<file path="config.mk">
export PLATFORM = sky130hd
export DESIGN_NAME = disp_arbiter
export DESIGN_NICKNAME = d
export VERILOG_FILES = /design/src/rtl/disp_arbiter_pkg.sv /design/src/rtl/disp_arbiter_tick_gen.sv /design/src/rtl/disp_arbiter.sv
export SDC_FILE = /design/constraint.sdc
export NUM_CORES = 1
export LEC_CHECK = 0
export CAP_MARGIN = 20
export CORE_MARGIN = 10
export CORE_UTILIZATION = 40
export DETAILED_ROUTE_END_ITERATION = 6
export PLACE_DENSITY = 0.69
export SLEW_MARGIN = 20
export SYNTH_ARGS = -nofsm -noshare
export SYNTH_HDL_FRONTEND = slang
export SYNTH_HIERARCHICAL = 1
export SYNTH_SLANG_ARGS = --single-unit
</file>
<file path="constraint.sdc">
create_clock -name clk -period 4.8 [get_ports clk]
set_input_delay 0.96 -clock clk [delete_from_list [all_inputs] [get_ports clk]]
set_output_delay 0.96 -clock clk [all_outputs]
set_load 0.05 [all_outputs]
</file>
<file path="src/rtl/disp_arbiter_pkg.sv">
// disp_arbiter_pkg
// Shared definitions for the display arbiter and its tick generator:
// display data width, default hold-tick divider and the arbiter state
// encoding.
package disp_arbiter_pkg;

    localparam int DISP_W       = 16;
    localparam int DEF_TICK_DIV = 5000;

    typedef enum logic [1:0] {
        ST_IDLE    = 2'd0,
        ST_OWN_MIN = 2'd1,
        ST_OWN     = 2'd2,
        ST_SWITCH  = 2'd3
    } arb_state_e;

endpackage : disp_arbiter_pkg

</file>
<file path="src/rtl/disp_arbiter_tick_gen.sv">
// tick_gen
// Free-running prescaler counting 0..TICK_DIV-1. The tick output is high
// during the cycle in which the count sits at TICK_DIV-1, after which the
// count wraps to 0.
// Ports:
//   clk  - system clock, rising edge
//   rst  - asynchronous, active-high reset
//   tick - one-cycle pulse every TICK_DIV cycles
module tick_gen
    import disp_arbiter_pkg::*;
#(
    parameter int TICK_DIV = DEF_TICK_DIV
) (
    input  logic clk,
    input  logic rst,
    output logic tick
);

    localparam int PW = $clog2(TICK_DIV);
    localparam logic [PW-1:0] LAST = PW'(TICK_DIV - 1);

    logic [PW-1:0] cnt_q;
    logic [PW-1:0] cnt_d;
    logic          tick_q;

    // Next prescaler count with wrap at TICK_DIV-1.
    always_comb begin
        cnt_d = cnt_q;
        if (cnt_q == LAST) begin
            cnt_d = {PW{1'b0}};
        end else begin
            cnt_d = cnt_q + PW'(1);
        end
    end

    // Prescaler and registered tick; tick_q mirrors (cnt_q == LAST).
    always_ff @(posedge clk or posedge rst) begin
        if (rst) begin
            cnt_q  <= {PW{1'b0}};
            tick_q <= 1'b0;
        end else begin
            cnt_q  <= cnt_d;
            tick_q <= (cnt_d == LAST);
        end
    end

    assign tick = tick_q;

endmodule : tick_gen

</file>
<file path="src/rtl/disp_arbiter.sv">
// disp_arbiter
// Time-shares one four-digit display between N requesters using a
// request/grant handshake with round-robin fairness. A grant is held for at
// least MIN_HOLD ticks regardless of the owner's request; after MAX_HOLD
// ticks a pending competitor preempts the owner. Every hand-over inserts one
// blank cycle.
// Ports:
//   clk        - system clock, rising edge
//   rst        - asynchronous, active-high reset
//   req        - level request per requester (bit i = requester i)
//   value_in   - 16-bit display value per requester, packed by index
//   grant      - one-hot owner indication, zero when no owner
//   disp_value - value forwarded to the display (registered)
//   disp_blank - 1 when the display must be blanked
//   tick       - hold-tick pulse, exported for reuse
module disp_arbiter
    import disp_arbiter_pkg::*;
#(
    parameter int N        = 3,
    parameter int TICK_DIV = DEF_TICK_DIV,
    parameter int MIN_HOLD = 10,
    parameter int MAX_HOLD = 30
) (
    input  logic                  clk,
    input  logic                  rst,
    input  logic [N-1:0]          req,
    input  logic [DISP_W*N-1:0]   value_in,
    output logic [N-1:0]          grant,
    output logic [DISP_W-1:0]     disp_value,
    output logic                  disp_blank,
    output logic                  tick
);

    localparam int IW = $clog2(N);
    localparam int HW = $clog2(MAX_HOLD + 1);

    arb_state_e         state_q, state_d;
    logic [IW-1:0]      owner_q, owner_d;
    logic [IW-1:0]      rr_ptr_q, rr_ptr_d;
    logic [HW-1:0]      hold_cnt_q, hold_cnt_d;
    logic [N-1:0]       grant_q, grant_d;
    logic [DISP_W-1:0]  disp_value_q, disp_value_d;
    logic               disp_blank_q, disp_blank_d;

    logic               tick_s;
    logic               pick_valid_s;
    logic [IW-1:0]      pick_idx_s;
    int                 best_dist_s;
    int                 dist_s;
    logic [HW-1:0]      hold_inc_s;
    logic               others_req_s;
    logic [IW-1:0]      owner_next_s;
    logic               owning_d_s;
    logic [DISP_W-1:0]  sel_value_s;

    tick_gen #(
        .TICK_DIV (TICK_DIV)
    ) u_tick_gen (
        .clk  (clk),
        .rst  (rst),
        .tick (tick_s)
    );

    // Round-robin pick: the set request closest at or after rr_ptr (modulo N).
    always_comb begin
        pick_valid_s = 1'b0;
        pick_idx_s   = {IW{1'b0}};
        best_dist_s  = N;
        dist_s       = 0;
        for (int i = 0; i < N; i++) begin
            dist_s = (i + N - int'(rr_ptr_q)) % N;
            if (req[i] && (dist_s < best_dist_s)) begin
                best_dist_s  = dist_s;
                pick_idx_s   = IW'(i);
                pick_valid_s = 1'b1;
            end else begin
                best_dist_s  = best_dist_s;
            end
        end
    end

    // Helper terms: saturating hold increment, competitor presence, next pointer.
    always_comb begin
        if (tick_s && (hold_cnt_q != HW'(MAX_HOLD))) begin
            hold_inc_s = hold_cnt_q + HW'(1);
        end else begin
            hold_inc_s = hold_cnt_q;
        end
        others_req_s = |(req & ~(N'(1) << owner_q));
        if (owner_q == IW'(N - 1)) begin
            owner_next_s = {IW{1'b0}};
        end else begin
            owner_next_s = owner_q + IW'(1);
        end
    end

    // Arbiter next-state logic.
    always_comb begin
        state_d    = state_q;
        owner_d    = owner_q;
        rr_ptr_d   = rr_ptr_q;
        hold_cnt_d = hold_cnt_q;
        case (state_q)
            ST_IDLE: begin
                if (pick_valid_s) begin
                    state_d    = ST_OWN_MIN;
                    owner_d    = pick_idx_s;
                    hold_cnt_d = {HW{1'b0}};
                end else begin
                    state_d    = ST_IDLE;
                end
            end
            ST_OWN_MIN: begin
                // The owner's req is deliberately ignored until MIN_HOLD.
                hold_cnt_d = hold_inc_s;
                if (hold_inc_s >= HW'(MIN_HOLD)) begin
                    state_d = ST_OWN;
                end else begin
                    state_d = ST_OWN_MIN;
                end
            end
            ST_OWN: begin
                if (!req[owner_q] ||
                    ((hold_cnt_q >= HW'(MAX_HOLD)) && others_req_s)) begin
                    state_d  = ST_SWITCH;
                    rr_ptr_d = owner_next_s;
                end else begin
                    hold_cnt_d = hold_inc_s;
                end
            end
            ST_SWITCH: begin
                // rr_ptr_q already points past the previous owner here.
                if (pick_valid_s) begin
                    state_d    = ST_OWN_MIN;
                    owner_d    = pick_idx_s;
                    hold_cnt_d = {HW{1'b0}};
                end else begin
                    state_d    = ST_IDLE;
                end
            end
            default: begin
                state_d = ST_IDLE;
            end
        endcase
    end

    // Output next values follow the next-cycle owner so value and grant align.
    always_comb begin
        owning_d_s  = (state_d == ST_OWN_MIN) || (state_d == ST_OWN);
        sel_value_s = {DISP_W{1'b0}};
        for (int i = 0; i < N; i++) begin
            if (owner_d == IW'(i)) begin
                sel_value_s = value_in[i*DISP_W +: DISP_W];
            end else begin
                sel_value_s = sel_value_s;
            end
        end
        if (owning_d_s) begin
            grant_d      = N'(1) << owner_d;
            disp_value_d = sel_value_s;
            disp_blank_d = 1'b0;
        end else begin
            grant_d      = {N{1'b0}};
            disp_value_d = disp_value_q;
            disp_blank_d = 1'b1;
        end
    end

    // State and output registers.
    always_ff @(posedge clk or posedge rst) begin
        if (rst) begin
            state_q      <= ST_IDLE;
            owner_q      <= {IW{1'b0}};
            rr_ptr_q     <= {IW{1'b0}};
            hold_cnt_q   <= {HW{1'b0}};
            grant_q      <= {N{1'b0}};
            disp_value_q <= {DISP_W{1'b0}};
            disp_blank_q <= 1'b1;
        end else begin
            state_q      <= state_d;
            owner_q      <= owner_d;
            rr_ptr_q     <= rr_ptr_d;
            hold_cnt_q   <= hold_cnt_d;
            grant_q      <= grant_d;
            disp_value_q <= disp_value_d;
            disp_blank_q <= disp_blank_d;
        end
    end

    assign grant      = grant_q;
    assign disp_value = disp_value_q;
    assign disp_blank = disp_blank_q;
    assign tick       = tick_s;

endmodule : disp_arbiter
</file>
Word level (Yosys, flattened, before mapping)
Cells that the tools add are included.

Bits in writable memories: 0. Input port bits: 53. Flip-flop bits (word level): 45. Word-level logic and storage cells: 81. Bits in latches: 0. Memory bits (read-only): 0. Memories kept: 0. Output and inout port bits: 21.

Multiplexer cells: 26. Shifts and indexed selects: 2. Reduce and logical (&&, ||, !) cells: 14. Divide/modulo/power cells: 3. Order comparisons: 6. Add/sub/neg operators: 6. Equality and inequality tests: 13. Bitwise logic cells: 2. Multipliers: 0.

Operators by type and width (count): modulo 32 x 3 -> 32 bit (second input constant) (3); < comparator 32 bit (2); 2-to-1 mux 32 bit (2); 2-to-1 mux 16 bit (3); < comparator 32 x 3 -> 1 bit (second input constant) (1); equality test 13 bit (second input constant) (2); 2-to-1 mux 5 bit (3); case mux 5 bit (3 select lines) (1); adder 13 x 1 -> 13 bit (second input constant) (1); 2-to-1 mux 13 bit (1); 2-to-1 mux 2 bit (6); equality test 2 bit (second input constant) (5); subtractor 3 x 2 -> 4 bit (first input constant) (2); 2-to-1 mux 1 bit (7); equality test 2 x 1 -> 1 bit (second input constant) (3); case mux 2 bit (3 select lines) (1); << shifter 1 x 2 -> 3 bit (first input constant) (2); adder 5 x 1 -> 5 bit (second input constant) (1); >= comparator 5 x 4 -> 1 bit (second input constant) (1); >= comparator 5 bit (second input constant) (1); logical AND 1 bit (5); != test 5 bit (second input constant) (1); logical NOT 2 bit (2); AND reduction 2 bit (2); other kinds (13) (14).

Logic depth before layout (Yosys ltp)
Gate-level depths: netlist of run 1.

Word-level depth: 17. Depth in mapped cells: 22. Mapped depth without buffers: 21.

Cells and area by module
Netlist of run 1, hierarchy kept.

Modules (own cells, without submodules): disp_arbiter (times used 1, cells an instance 260, area an instance 2422.3 µm², seq. area each 777.0 µm²); tick_gen (times used 1, cells an instance 68, area an instance 708.2 µm², seq. area each 350.3 µm²).

Least setup slack after synthesis of run 1
No wires, ideal clock.

Path type: register to register. From: register rr_ptr_q[1]. To: register disp_value_q[7], in the netlist disp_value[7]. Clock period less this slack: 4.609 ns. Slack: 0.191 ns. Path buffers: 1. Data required time: 4.675 ns. Setup time: 0.125 ns. Cell stages (with the launch flop): 20. Arrival time: 4.484 ns. Cell sequence: dfrtp_1 > inv_1 > ha_1 > nand3b_1 > ha_1 > nand3b_1 > a21oi_1 > nand4_1 > nand2_1 > o21ai_0 > ha_1 > a221oi_1 > nand3_1 > nor4b_1 > o211a_1 > o2111ai_1 > and4b_1 > a211oi_2 > buf_4 > mux2_2.

Cells in the longest elaborated chain, start to end: 17. Elaborated cells on any way between the ends: 32. Classes of those cells: 3 x add/sub; 3 x div; 3 x order compare; 4 x eq/ne; 14 x mux; 5 x reduce/logical.

Ends and longest elaborated chain: start, declared (RTL line disp_arbiter.sv:39) `logic [IW-1:0] rr_ptr_q, rr_ptr_d;`; start signal, assigned (RTL line disp_arbiter.sv:174) `rr_ptr_q <= {IW{1'b0}};`; start signal, assigned (RTL line disp_arbiter.sv:182) `rr_ptr_q <= rr_ptr_d;`; subtractor 2 x 2 -> 3 bit (RTL line disp_arbiter.sv:71) `dist_s = (i + N - int'(rr_ptr_q)) % N;`; modulo 32 x 3 -> 32 bit (RTL line disp_arbiter.sv:71); < comparator 32 x 3 -> 1 bit (RTL line disp_arbiter.sv:72) `if (req[i] && (dist_s < best_dist_s)) begin`; logical AND 1 bit (RTL line disp_arbiter.sv:72); 2-to-1 mux 32 bit (RTL line disp_arbiter.sv:72); < comparator 32 bit (RTL line disp_arbiter.sv:72); logical AND 1 bit (RTL line disp_arbiter.sv:72); 2-to-1 mux 32 bit (RTL line disp_arbiter.sv:72); < comparator 32 bit (RTL line disp_arbiter.sv:72); logical AND 1 bit (RTL line disp_arbiter.sv:72); 2-to-1 mux 2 bit / 2-to-1 mux 1 bit (equally long branches) (RTL line disp_arbiter.sv:72); 2-to-1 mux 2 bit (RTL line disp_arbiter.sv:105, disp_arbiter.sv:133); 2-to-1 mux 2 bit; logical NOT 2 bit (RTL line disp_arbiter.sv:152) `if (owner_d == IW'(i)) begin`; 2-to-1 mux 16 bit (3 in a row) (RTL line disp_arbiter.sv:152); end signal, assigned (RTL line disp_arbiter.sv:177) `disp_value_q <= {DISP_W{1'b0}};`; end signal, assigned (RTL line disp_arbiter.sv:185) `disp_value_q <= disp_value_d;`; end, declared (RTL line disp_arbiter.sv:42) `logic [DISP_W-1:0] disp_value_q, disp_value_d;`.

Several ways; a longest one is shown, not always the timed one. A chain may end at the register's enable or synchronous reset.

Final worst setup path of run 1
From: input req[0]. To: register disp_value_q[8], in the netlist disp_value[8].

Cells in the longest elaborated chain, start to end: 14. Elaborated cells on any way between the ends: 33. Classes of those cells: 2 x order compare; 4 x eq/ne; 17 x mux; 1 x bitwise; 9 x reduce/logical.

Ends and longest elaborated chain: start, declared (RTL line disp_arbiter.sv:26) `input logic [N-1:0] req,`; logical AND 1 bit (RTL line disp_arbiter.sv:72); 2-to-1 mux 32 bit (RTL line disp_arbiter.sv:72); < comparator 32 bit (RTL line disp_arbiter.sv:72); logical AND 1 bit (RTL line disp_arbiter.sv:72); 2-to-1 mux 32 bit (RTL line disp_arbiter.sv:72); < comparator 32 bit (RTL line disp_arbiter.sv:72); logical AND 1 bit (RTL line disp_arbiter.sv:72); 2-to-1 mux 2 bit / 2-to-1 mux 1 bit (equally long branches) (RTL line disp_arbiter.sv:72); 2-to-1 mux 2 bit (RTL line disp_arbiter.sv:105, disp_arbiter.sv:133); 2-to-1 mux 2 bit; logical NOT 2 bit (RTL line disp_arbiter.sv:152); 2-to-1 mux 16 bit (3 in a row) (RTL line disp_arbiter.sv:152).

Several ways; a longest one is shown, not always the timed one. The select of a mux whose other input is x is not followed.

==> key figures, run 1 <==
Setup path
  – Worst r2r src: rr_ptr_q[1]
  – Data arrival, critical path: 4850 ps
  – Critical path, cell by cell: clkdlybuf4s50_1 -> nor2b_4 -> ha_4 -> o21ai_1 -> nand4_1 -> nand2_4 -> o21ai_1 -> ha_1 -> and3_1 -> nand4_1 -> a31o_1 -> and3_1 -> or3_4 -> and4b_1 -> a211oi_4 -> clkbuf_16 -> buf_6 -> mux2_1
  – Crit. End Element: flop
  – Crit path launch type: input port
  – Kind of critical path: in -> reg
  – CP Launch Point: req[0]
  – Crit-path max FO: 6
  – Slowest-stage cell, CP: clkdlybuf4s50_1
  – Worst endpoint required time: 4980 ps
  – Slowest stage delay, CP: 480 ps

Layout
  – Layout cells sized above 1: 18.7%
  – Fin nets: 511
  – Design Area, Final: 4520 µm²
  – Diode count: 0
  – Area delta synth->final: 44.5%

Clock network
  – Hold Buf Count CTS: 0
  – CTS Sinks: 45
  – Clk root buf: clkbuf_8
  – CTS tree: yes
  – Worst skew pair latency: 290 ps
  – Clk slew on worst S/H paths: 80 ps
  – CTS buffer count: 5
  – CTS H-Tree Depth: 2
  – Bufs on Longest Clock Path: 2

Global routing
  – Initial antenna violation count: 0
  – Vias in the first global route: 2871
  – Global Route Usage Sum: 13.7%
  – Largest net degree at the start of global routing: 32
  – First-pass GRT wire length: 13.4 mm
  – Total grt overflow: 0

Placement
  – Pre-CTS WS: -154 ps
  – Hpwl dp: 6.50 mm
  – IO Port Bufs: 73
  – DP Area: 4140 µm²
  – Gpl congestion: 0.852

Synth
  – Register area share after synthesis: 36.0%
  – Post-Syn Nets: 406
  – Post-Syn Area: 3130 µm²
  – Yosys warns: 6
  – Distinct cell type count after synthesis: 61
  – Dominant cell type by area after synthesis: dfrtp_1
  – Top cell type's share of synthesized area: 35.2%
  – Most common cell in the netlist: dfrtp_1
  – Most frequent cells after synthesis: 44 x dfrtp_1, 25 x ha_1, 24 x inv_1
  – Flop and latch count out of synthesis: 45
  – Post-synth EDFFs: 0
  – Post-synthesis cell count: 328
  – Ys flop type: dfrtp_1
  – Asr flop ratio synth: 100%
  – Syn_area_per_cell: 9.54 µm²
  – Synth area leaders: dfrtp_1 35%, ha_1 10%, mux2_1 5.4%

Floorplanning
  – Die Y: 108 µm
  – # IOs: 74
  – FP Rows: 32
  – Die area: 11800 µm²
  – Starting Density: 40.7%
  – Die X: 108 µm
  – Core area: 7690 µm²

STA
  – Setup WS post-layout: 129 ps
  – Least-Margin Pin Slew: 789 ps
  – FMAX: 214 MHz
  – Final min period: 4670 ps
  – Max-slew violation count: 0
  – Fin crit share: 97.3%
  – Final hold vios: 0
  – Setup Skew: 7.71 ps
  – # setup viols final: 0
  – Slew headroom: 46.9%

Route
  – Vias/cell: 5.38
  – Initial DRT Pass Iterations: 4
  – Remaining antenna violation count: 0
  – Vias: 2886
  – DRC violations left: 0
  – Drt total wl: 8.52 mm
  – Starting DRT DRC Count: 93
  – Wire per inst: 15.9 µm

Flow run
  – Max cap viols: 0

Pwr
  – Power density cells: 823 nW/µm²
  – Leakage dissipation: 1.94 nW
  – Peak supply drop: 0.370 mV

Hold path
  – Hold_sp: disp_value[10]
  – HP Class: reg -> reg

Outcome
  – Status: complete, no violations
-- final timing paths --
check / slack (ps) / to / depth (start not counted)
worst min register to register: 500 / disp_value[10] / 1
worst min-delay path: 500 / disp_value[10] / 1
worst max register to register: 160 / disp_value[8] / 20
worst max-delay path: 130 / disp_value[8] / 18
max in group asynchronous: 3400 / disp_blank / 3
min in group asynchronous: 1040 / u_tick_gen/cnt_q[1] / 2
-- routing by layer --
layer / vias to the layer above / GRT usage, % / part of all wire, %
met1: 1398 / 16.0 / 42
met4: 0 / 2.73 / 0.68
met2: 59 / 25.4 / 54
li1: 1423 / - / -
met5: - / 0 / 0
met3: 6 / 2.44 / 4.0
-- power breakdown --
group	switching, mW	total, mW	internal (mW)
Clock	0.122	0.292	0.170
Combinational	1.48	2.86	1.39
Sequential	0.0596	0.568	0.508
Total	1.66	3.72	2.06
-- registers in the layout, summed over array words and instances, names as in the netlist --
name and flops:
disp_value 16, u_tick_gen/cnt_q 13, hold_cnt_q 5, grant 3
owner_q 2, rr_ptr_q 2, state_q 2, disp_blank 1
u_tick_gen/tick 1
-- per-stage QoR --
stage / total power [mW] / utilization [%] / instances / hold slack, ps / setup TNS (ps)
2_1_floorplan: 2.20 / - / 328 / 469 / 0
3_3_place_gp: 2.97 / 53.9 / 513 / 474 / -1090
5_1_grt: 4.03 / 58.8 / 536 / 520 / -434
4_1_cts: 3.32 / 55.5 / 522 / 502 / 0
3_5_place_dp: 3.02 / 53.9 / 513 / 482 / -2350
6_report: 3.72 / 58.8 / 536 / 503 / 0
-- cell type report --
cell class	instances	area, µm²
fillers	696	3160
multi-input cells	249	2000
flip-flops and latches	45	1130
repair buffers	108	1060
well taps	102	128
inverters	24	92.6
clock buffers	7	86.3
clock inverters	1	30.0
-- logic make-up after synthesis --
group	share of synthesized area, %
AND/OR/NAND/NOR	18.8
AO/OA/AOI/OAI	20.0
flip-flops	36.0
buffers and inverters	4.44
adder cells (fa/ha/maj)	10.3
multiplexers	6.75
XOR/XNOR	3.64
-- worst max-delay path, delay by kind of cell --
kind	cells	cell delay [ps]
compound gates	4	670
fa+ha+maj	2	540
buf+inv	3	790
mux	1	310
simple gates	8	1590
-- cells in the final DEF (no fill, tap or decap), types with 4 or more instances in the layout --
cell	count
ha_4	4
xnor2_1	9
nand3_1	9
nand4_1	5
clkbuf_8	6
a21oi_1	11
o2bb2ai_1	16
inv_2	4
nor2b_1	6
dfrtp_1	44
xor2_1	4
nand2_1	18
mux2_1	11
inv_1	19
nor2_1	20
and3_1	5
a31oi_1	7
a22oi_1	16
ha_1	20
clkdlybuf4s50_1	73
o21ai_0	13
buf_4	28
a21o_1	5
mux2_4	4
-- repair_timing --
item                                   in CTS  in global routing
gates resized for setup                     0                 36
gates cloned                                0                  1
buffers inserted                            1                 13
endpoints found under the hold margin       0                  0
setup endpoints to repair                  16                 25
pin swaps                                   0                 16
No activity file was read; power rests on OpenSTA's default activity.
==> run 2, diff against run 1 <==
- CORE_MARGIN: 10 -> 2
- CTS_CLUSTER_SIZE: not set -> 24
==> key figures, run 2 (synthesized netlist as in run 1, its figures left out) <==
Route
  – Initial DRT Pass Iterations: 4 (unchanged)
  – Vias/cell: 5.45 (was 5.38)
  – Wire per inst: 15.6 µm (was 15.9 µm)
  – Remaining antenna violation count: 0 (unchanged)
  – DRC violations left: 0 (unchanged)
  – Starting DRT DRC Count: 93 (unchanged)
  – Vias: 2886 (unchanged)
  – Drt total wl: 8.29 mm (was 8.52 mm)

Outcome
  – Status: complete, no violations (unchanged)

Global routing
  – Largest net degree at the start of global routing: 22 (was 32)
  – Total grt overflow: 0 (unchanged)
  – Initial antenna violation count: 0 (unchanged)
  – First-pass GRT wire length: 13.1 mm (was 13.4 mm)
  – Global Route Usage Sum: 18.8% (was 13.7%)
  – Vias in the first global route: 2771 (was 2871)

Floorplanning
  – # IOs: 74 (unchanged)
  – Die Y: 92.5 µm (was 108 µm)
  – FP Rows: 32 (unchanged)
  – Die area: 8550 µm² (was 11800 µm²)
  – Core area: 7650 µm² (was 7690 µm²)
  – Die X: 92.5 µm (was 108 µm)
  – Starting Density: 40.9% (was 40.7%)

Layout
  – Area delta synth->final: 41.7% (was 44.5%)
  – Fillers: 681 (was 696)
  – Area of the multi-input gates: 1980 µm² (was 2000 µm²)
  – Most frequent cells in the layout: 72 x clkdlybuf4s50_1, 44 x dfrtp_1, 23 x ha_1, 23 x buf_4, 21 x inv_1 (was 73 x clkdlybuf4s50_1, 44 x dfrtp_1, 28 x buf_4)
  – Max reg flops: 16 (unchanged)
  – Fin nets: 505 (was 511)
  – Register area: 1130 µm² (unchanged)
  – Layout cells sized above 1: 17.3% (was 18.7%)
  – Design Area, Final: 4440 µm² (was 4520 µm²)
  – Diode count: 0 (unchanged)
  – Commonest non-fill, non-tap cell in the layout: clkdlybuf4s50_1 (unchanged)
  – Final core occ: 58.0% (was 58.8%)

Hold path
  – Hold worst-path end: disp_value[2] (was disp_value[10])
  – HP Class: reg -> reg (unchanged)
  – Hold path depth: 1 (unchanged)
  – Hold_sp: disp_value[2] (was disp_value[10])

Setup path
  – Crit. End Element: flop (unchanged)
  – Slowest-stage cell, CP: dfrtp_1 (was clkdlybuf4s50_1)
  – Critical path, cell by cell: inv_2 -> ha_4 -> nand3b_1 -> ha_1 -> nand3b_1 -> a21oi_2 -> nand4_1 -> nand2_2 -> a21oi_1 -> ha_1 -> nand3_2 -> a21oi_1 -> nand3_1 -> o211a_1 -> buf_4 -> or3_4 -> and4b_1 -> a211oi_4 -> buf_4 -> clkbuf_16 -> mux2_4 (was clkdlybuf4s50_1 -> nor2b_4 -> ha_4 -> o21ai_1 -> nand4_1 -> nand2_4 -> o21ai_1 -> ha_1 -> and3_1 -> nand4_1 -> a31o_1 -> and3_1 -> or3_4 -> and4b_1 -> a211oi_4 -> clkbuf_16 -> buf_6 -> mux2_1)
  – Crit path launch type: flop (was input port)
  – Reg2Reg Depth: 21 (was 20)
  – RR Endpoint: disp_value[3] (was disp_value[8])
  – R2r setup slk: 190 ps (was 160 ps)
  – Worst endpoint required time: 4980 ps (about the same)
  – Slowest stage delay, CP: 390 ps (was 480 ps)
  – Worst r2r src: rr_ptr_q[1] (unchanged)
  – Kind of critical path: reg -> reg (was in -> reg)
  – Crit-path max FO: 6 (unchanged)
  – Data arrival, critical path: 4790 ps (was 4850 ps)

Pwr
  – Power density cells: 820 nW/µm² (was 823 nW/µm²)
  – Leakage dissipation: 1.91 nW (was 1.94 nW)
  – Peak supply drop: 0.334 mV (was 0.370 mV)

Clock network
  – CTS tree: yes (unchanged)
  – Clk slew on worst S/H paths: 90 ps (was 80 ps)
  – CTS Sinks: 45 (unchanged)
  – Bufs on Longest Clock Path: 2 (unchanged)
  – Worst skew pair latency: 290 ps (about the same)
  – CTS H-Tree Depth: 2 (unchanged)
  – CTS buffer count: 5 (unchanged)
  – Clk root buf: clkbuf_8 (unchanged)

STA
  – FMAX: 217 MHz (was 214 MHz)
  – Final min period: 4610 ps (was 4670 ps)
  – # setup viols final: 0 (unchanged)
  – Max-slew violation count: 0 (unchanged)
  – Final hold vios: 0 (unchanged)
  – Slew headroom: 50.5% (was 46.9%)
  – Least-Margin Pin Slew: 737 ps (was 789 ps)
  – Setup Skew: 11.9 ps (was 7.71 ps)
  – Fin crit share: 96.0% (was 97.3%)

Placement
  – Hpwl dp: 6.20 mm (was 6.50 mm)
  – Gpl congestion: 0.860 (was 0.852)
  – DP Area: 4150 µm² (was 4140 µm²)
  – IO Port Bufs: 73 (unchanged)

Flow run
  – Max cap viols: 0 (unchanged)
## run 2: cell types whose count changed in the layout (fill, tap and decap cells not counted), moves of 2 or more
cell | previous run | this run
buf_4 | 28 | 23
ha_4 | 4 | 2
inv_1 | 19 | 21
ha_1 | 20 | 23
## run 2: report_power, final
group	total [mW]	internal, mW	switching, mW
logic	2.82	1.33	1.49
clock network	0.247	0.119	0.129
registers	0.565	0.508	0.0566
## run 2: worst max-delay path, delay by kind of cell (launching register included)
family | cells | cell delay (ps)
AOI/OAI and AO/OA | 5 | 770
buffers and inverters | 4 | 580
adders and majority gates | 3 | 890
and+or+nand+nor | 8 | 1560
DFF | 1 | 390
muxes | 1 | 300
## run 2: area by class of cell
cell class	instances	area share (%)
clock inverters	2	0.367
repair buffers	102	22.8
multi-input cells	249	44.6
flip-flops and latches	45	25.4
inverters	24	2.03
well taps	102	2.88
clock buffers	6	1.86
## run 2: what timing repair did
action	in CTS	in global routing
endpoints found under the setup margin	0	27
resized for setup	0	28
hold buffers	0	0
setup buffers	0	5
## run 2: per-layer routing
metal,GRT usage (%),share of wire [%],vias to the layer above
li1,-,-,1410
met1,24.6,45,1410
met2,33.2,52,54
met3,2.52,2.5,12
met4,3.73,0.86,0
met5,0,0,-
## run 2: metrics by stage
| step | setup slack (ps) | std cells | total power [mW] | hold slack (ps) | setup TNS, ps |
|---|---|---|---|---|---|
| global placement | -102 | 515 | 2.98 | 472 | -1460 |
| CTS | 38.7 | 523 | 3.28 | 504 | 0 |
| floorplan | 191 | 328 | 2.20 | 469 | 0 |
| global route | -20.7 | 530 | 3.91 | 516 | -42.1 |
| finish | 192 | 530 | 3.64 | 500 | 0 |
| detailed placement | -175 | 515 | 3.03 | 484 | -2570 |
## run 2: how the worst max path moves through the flow
stage                start        endpoint  depth (start not counted)
6_report       rr_ptr_q[1]   disp_value[3]                         21
5_1_grt        rr_ptr_q[0]   disp_value[7]                         24
3_3_place_gp        req[0]   disp_value[7]                         18
3_5_place_dp        req[0]  disp_value[10]                         18
2_1_floorplan  rr_ptr_q[1]   disp_value[7]                         19
4_1_cts        rr_ptr_q[0]   disp_value[7]                         20
==> run 3, diff against run 2 <==
- PLACE_DENSITY: 0.69 -> 0.66
- RECOVER_POWER: not set -> 100
- clock period: 4.8 -> 5.75 ns (I/O delays scaled with it)
==> key figures, run 3 (synthesized netlist as in run 1, its figures left out) <==
Outcome
  – Failing checks: capacitance limit, slew limit
  – Status: complete, but fails checks (was complete, no violations)

Layout
  – Max reg flops: 16 (unchanged)
  – Most frequent cells in the layout: 50 x clkdlybuf4s50_1, 44 x dfrtp_1, 25 x ha_1 (was 72 x clkdlybuf4s50_1, 44 x dfrtp_1, 23 x ha_1, 23 x buf_4, 21 x inv_1)
  – Diode count: 0 (unchanged)
  – Layout cells sized above 1: 6.17% (was 17.3%)
  – Commonest non-fill, non-tap cell in the layout: clkdlybuf4s50_1 (unchanged)
  – Final core occ: 53.1% (was 58.0%)
  – Area delta synth->final: 29.7% (was 41.7%)
  – Fin nets: 482 (was 505)

Setup path
  – Data arrival, critical path: 5310 ps (was 4790 ps)
  – CP dominant cell by count: ha_1
  – Slowest-stage cell, CP: clkdlybuf4s50_1 (was dfrtp_1)
  – Delay-heaviest family, CP: simple AND/OR/NAND/NOR gates (unchanged)
  – Kind of critical path: in -> reg (was reg -> reg)
  – Slowest stage delay, CP: 530 ps (was 390 ps)
  – Crit-path max FO: 18 (was 6)
  – Crit path launch type: input port (was flop)
  – Crit. End Element: flop (unchanged)
  – Critical path buffers and inverters: 2 (was 4)
  – Critical path, cell by cell: clkdlybuf4s50_1 -> nor2b_1 -> ha_1 -> o21ai_0 -> nand4_1 -> nand2_2 -> nor2_1 -> a21oi_1 -> ha_1 -> a221oi_1 -> nand3_1 -> nor4b_1 -> o211a_1 -> o2111ai_1 -> and4b_1 -> a211oi_2 -> buf_4 -> mux2_1 (was inv_2 -> ha_4 -> nand3b_1 -> ha_1 -> nand3b_1 -> a21oi_2 -> nand4_1 -> nand2_2 -> a21oi_1 -> ha_1 -> nand3_2 -> a21oi_1 -> nand3_1 -> o211a_1 -> buf_4 -> or3_4 -> and4b_1 -> a211oi_4 -> buf_4 -> clkbuf_16 -> mux2_4)
  – Worst endpoint required time: 5930 ps (was 4980 ps)

Pwr
  – Leakage dissipation: 1.75 nW (was 1.91 nW)
  – Peak supply drop: 0.348 mV (was 0.334 mV)
  – Power density cells: 608 nW/µm² (was 820 nW/µm²)
  – Power Total: 2.47 mW (was 3.64 mW)

Flow run
  – Max cap viols: 1 (was 0)

Global routing
  – Largest net degree at the start of global routing: 32 (was 22)
  – First-pass GRT wire length: 12.6 mm (was 13.1 mm)
  – Initial antenna violation count: 0 (unchanged)
  – Vias in the first global route: 2765 (was 2771)
  – Total grt overflow: 0 (unchanged)
  – Global Route Usage Sum: 18.0% (was 18.8%)

Floorplanning
  – # IOs: 74 (unchanged)
  – FP Rows: 32 (unchanged)
  – Core area: 7650 µm² (unchanged)
  – Die X: 92.5 µm (unchanged)
  – Die area: 8550 µm² (unchanged)
  – Die Y: 92.5 µm (unchanged)
  – Starting Density: 40.9% (unchanged)

Route
  – Vias/cell: 5.30 (was 5.45)
  – Remaining antenna violation count: 0 (unchanged)
  – Starting DRT DRC Count: 99 (was 93)
  – Initial DRT Pass Iterations: 4 (unchanged)
  – DRC violations left: 0 (unchanged)
  – Drt total wl: 7.47 mm (was 8.29 mm)
  – Vias: 2686 (was 2886)
  – Wire per inst: 14.7 µm (was 15.6 µm)

STA
  – Slew headroom: -13.9% (was 50.5%)
  – Setup WS post-layout: 619 ps (was 192 ps)
  – FMAX: 195 MHz
  – Setup_tns: 0 ps (unchanged)
  – Final hold vios: 0 (unchanged)
  – Fin crit share: 89.2%
  – Setup Skew: 9.75 ps (was 11.9 ps)
  – Max-slew violation count: 32 (was 0)
  – Least-Margin Pin Slew: 1710 ps (was 737 ps)
  – Final min period: 5130 ps
  – # setup viols final: 0 (unchanged)
  – Hold_ws: 490 ps (was 500 ps)
  – RSZ-0062 raised after global routing: no

Hold path
  – HP Class: reg -> reg (unchanged)

Clock network
  – Clk root buf: clkbuf_8 (unchanged)
  – CTS H-Tree Depth: 2 (unchanged)
  – Clk slew on worst S/H paths: 90 ps (about the same)
  – CTS tree: yes (unchanged)
  – CTS Sinks: 45 (unchanged)
  – Setup Buffers After CTS: 0 (unchanged)
  – CTS buffer count: 5 (unchanged)
  – PostCTS Resize Cnt: 0 (unchanged)
  – Worst skew pair latency: 290 ps (about the same)
  – Bufs on Longest Clock Path: 2 (unchanged)
  – Hold Buf Count CTS: 0 (unchanged)

Placement
  – Pre-CTS WS: 207 ps (was -175 ps)
  – Hpwl dp: 5.86 mm (was 6.20 mm)
  – Gpl congestion: 0.868 (was 0.860)
  – IO Port Bufs: 73 (unchanged)
## run 3: routing by layer
layer  track usage [%]  share of wire (%)
met5                 0                  0
met1              22.8                 44
met2              32.3                 53
met3              2.20                2.2
met4              4.73               0.74
## run 3: final timing paths
kind | start | to | slack (ps) | cells after the start
setup / recovery | req[0] | disp_value[3] | 620 | 18
max in group asynchronous | rst | hold_cnt_q[2] | 2850 | 3
min in group asynchronous | rst | u_tick_gen/cnt_q[1] | 1340 | 2
setup reg to reg | rr_ptr_q[1] | disp_value[3] | 620 | 20
hold / removal | disp_value[6] | disp_value[6] | 490 | 1
hold reg to reg | disp_value[6] | disp_value[6] | 490 | 1
## run 3: cell type report
type                       instances  area, µm²
fill                             710       3590
clock inverter                     3       25.0
sequential                        45       1130
timing repair buffer              79        768
tap                              102        128
inverter                          24       90.1
multi-input combinational        249       1850
clock buffer                       5       68.8
## run 3: worst register-to-register path, cell delays in order (launching register included)
cell       delay (ps)
dfrtp_1           440
inv_1             150
ha_1              350
nand3b_1          250
ha_1              340
nand3b_1          170
a21oi_1           240
nand4_1           200
nand2_2           200
nor2_1             70
a21oi_1           130
ha_1              270
a221oi_1          250
nand3_1           100
nor4b_1           280
o211a_1           240
o2111ai_1         220
and4b_1           290
a211oi_2          200
buf_4             290
mux2_1            370
## run 3: power breakdown
group          total, mW  switching [mW]  internal (mW)
registers          0.469          0.0458          0.424
clock network      0.198           0.110         0.0877
logic               1.80            1.07          0.730
## run 3: per-stage QoR
| step | cells | cell area, µm² |
|---|---|---|
| floorplan | 328 | 3130 |
| global placement | 499 | 3990 |
| detailed placement | 499 | 3990 |
| CTS | 507 | 4090 |
| global route | 507 | 4060 |
| finish | 507 | 4060 |
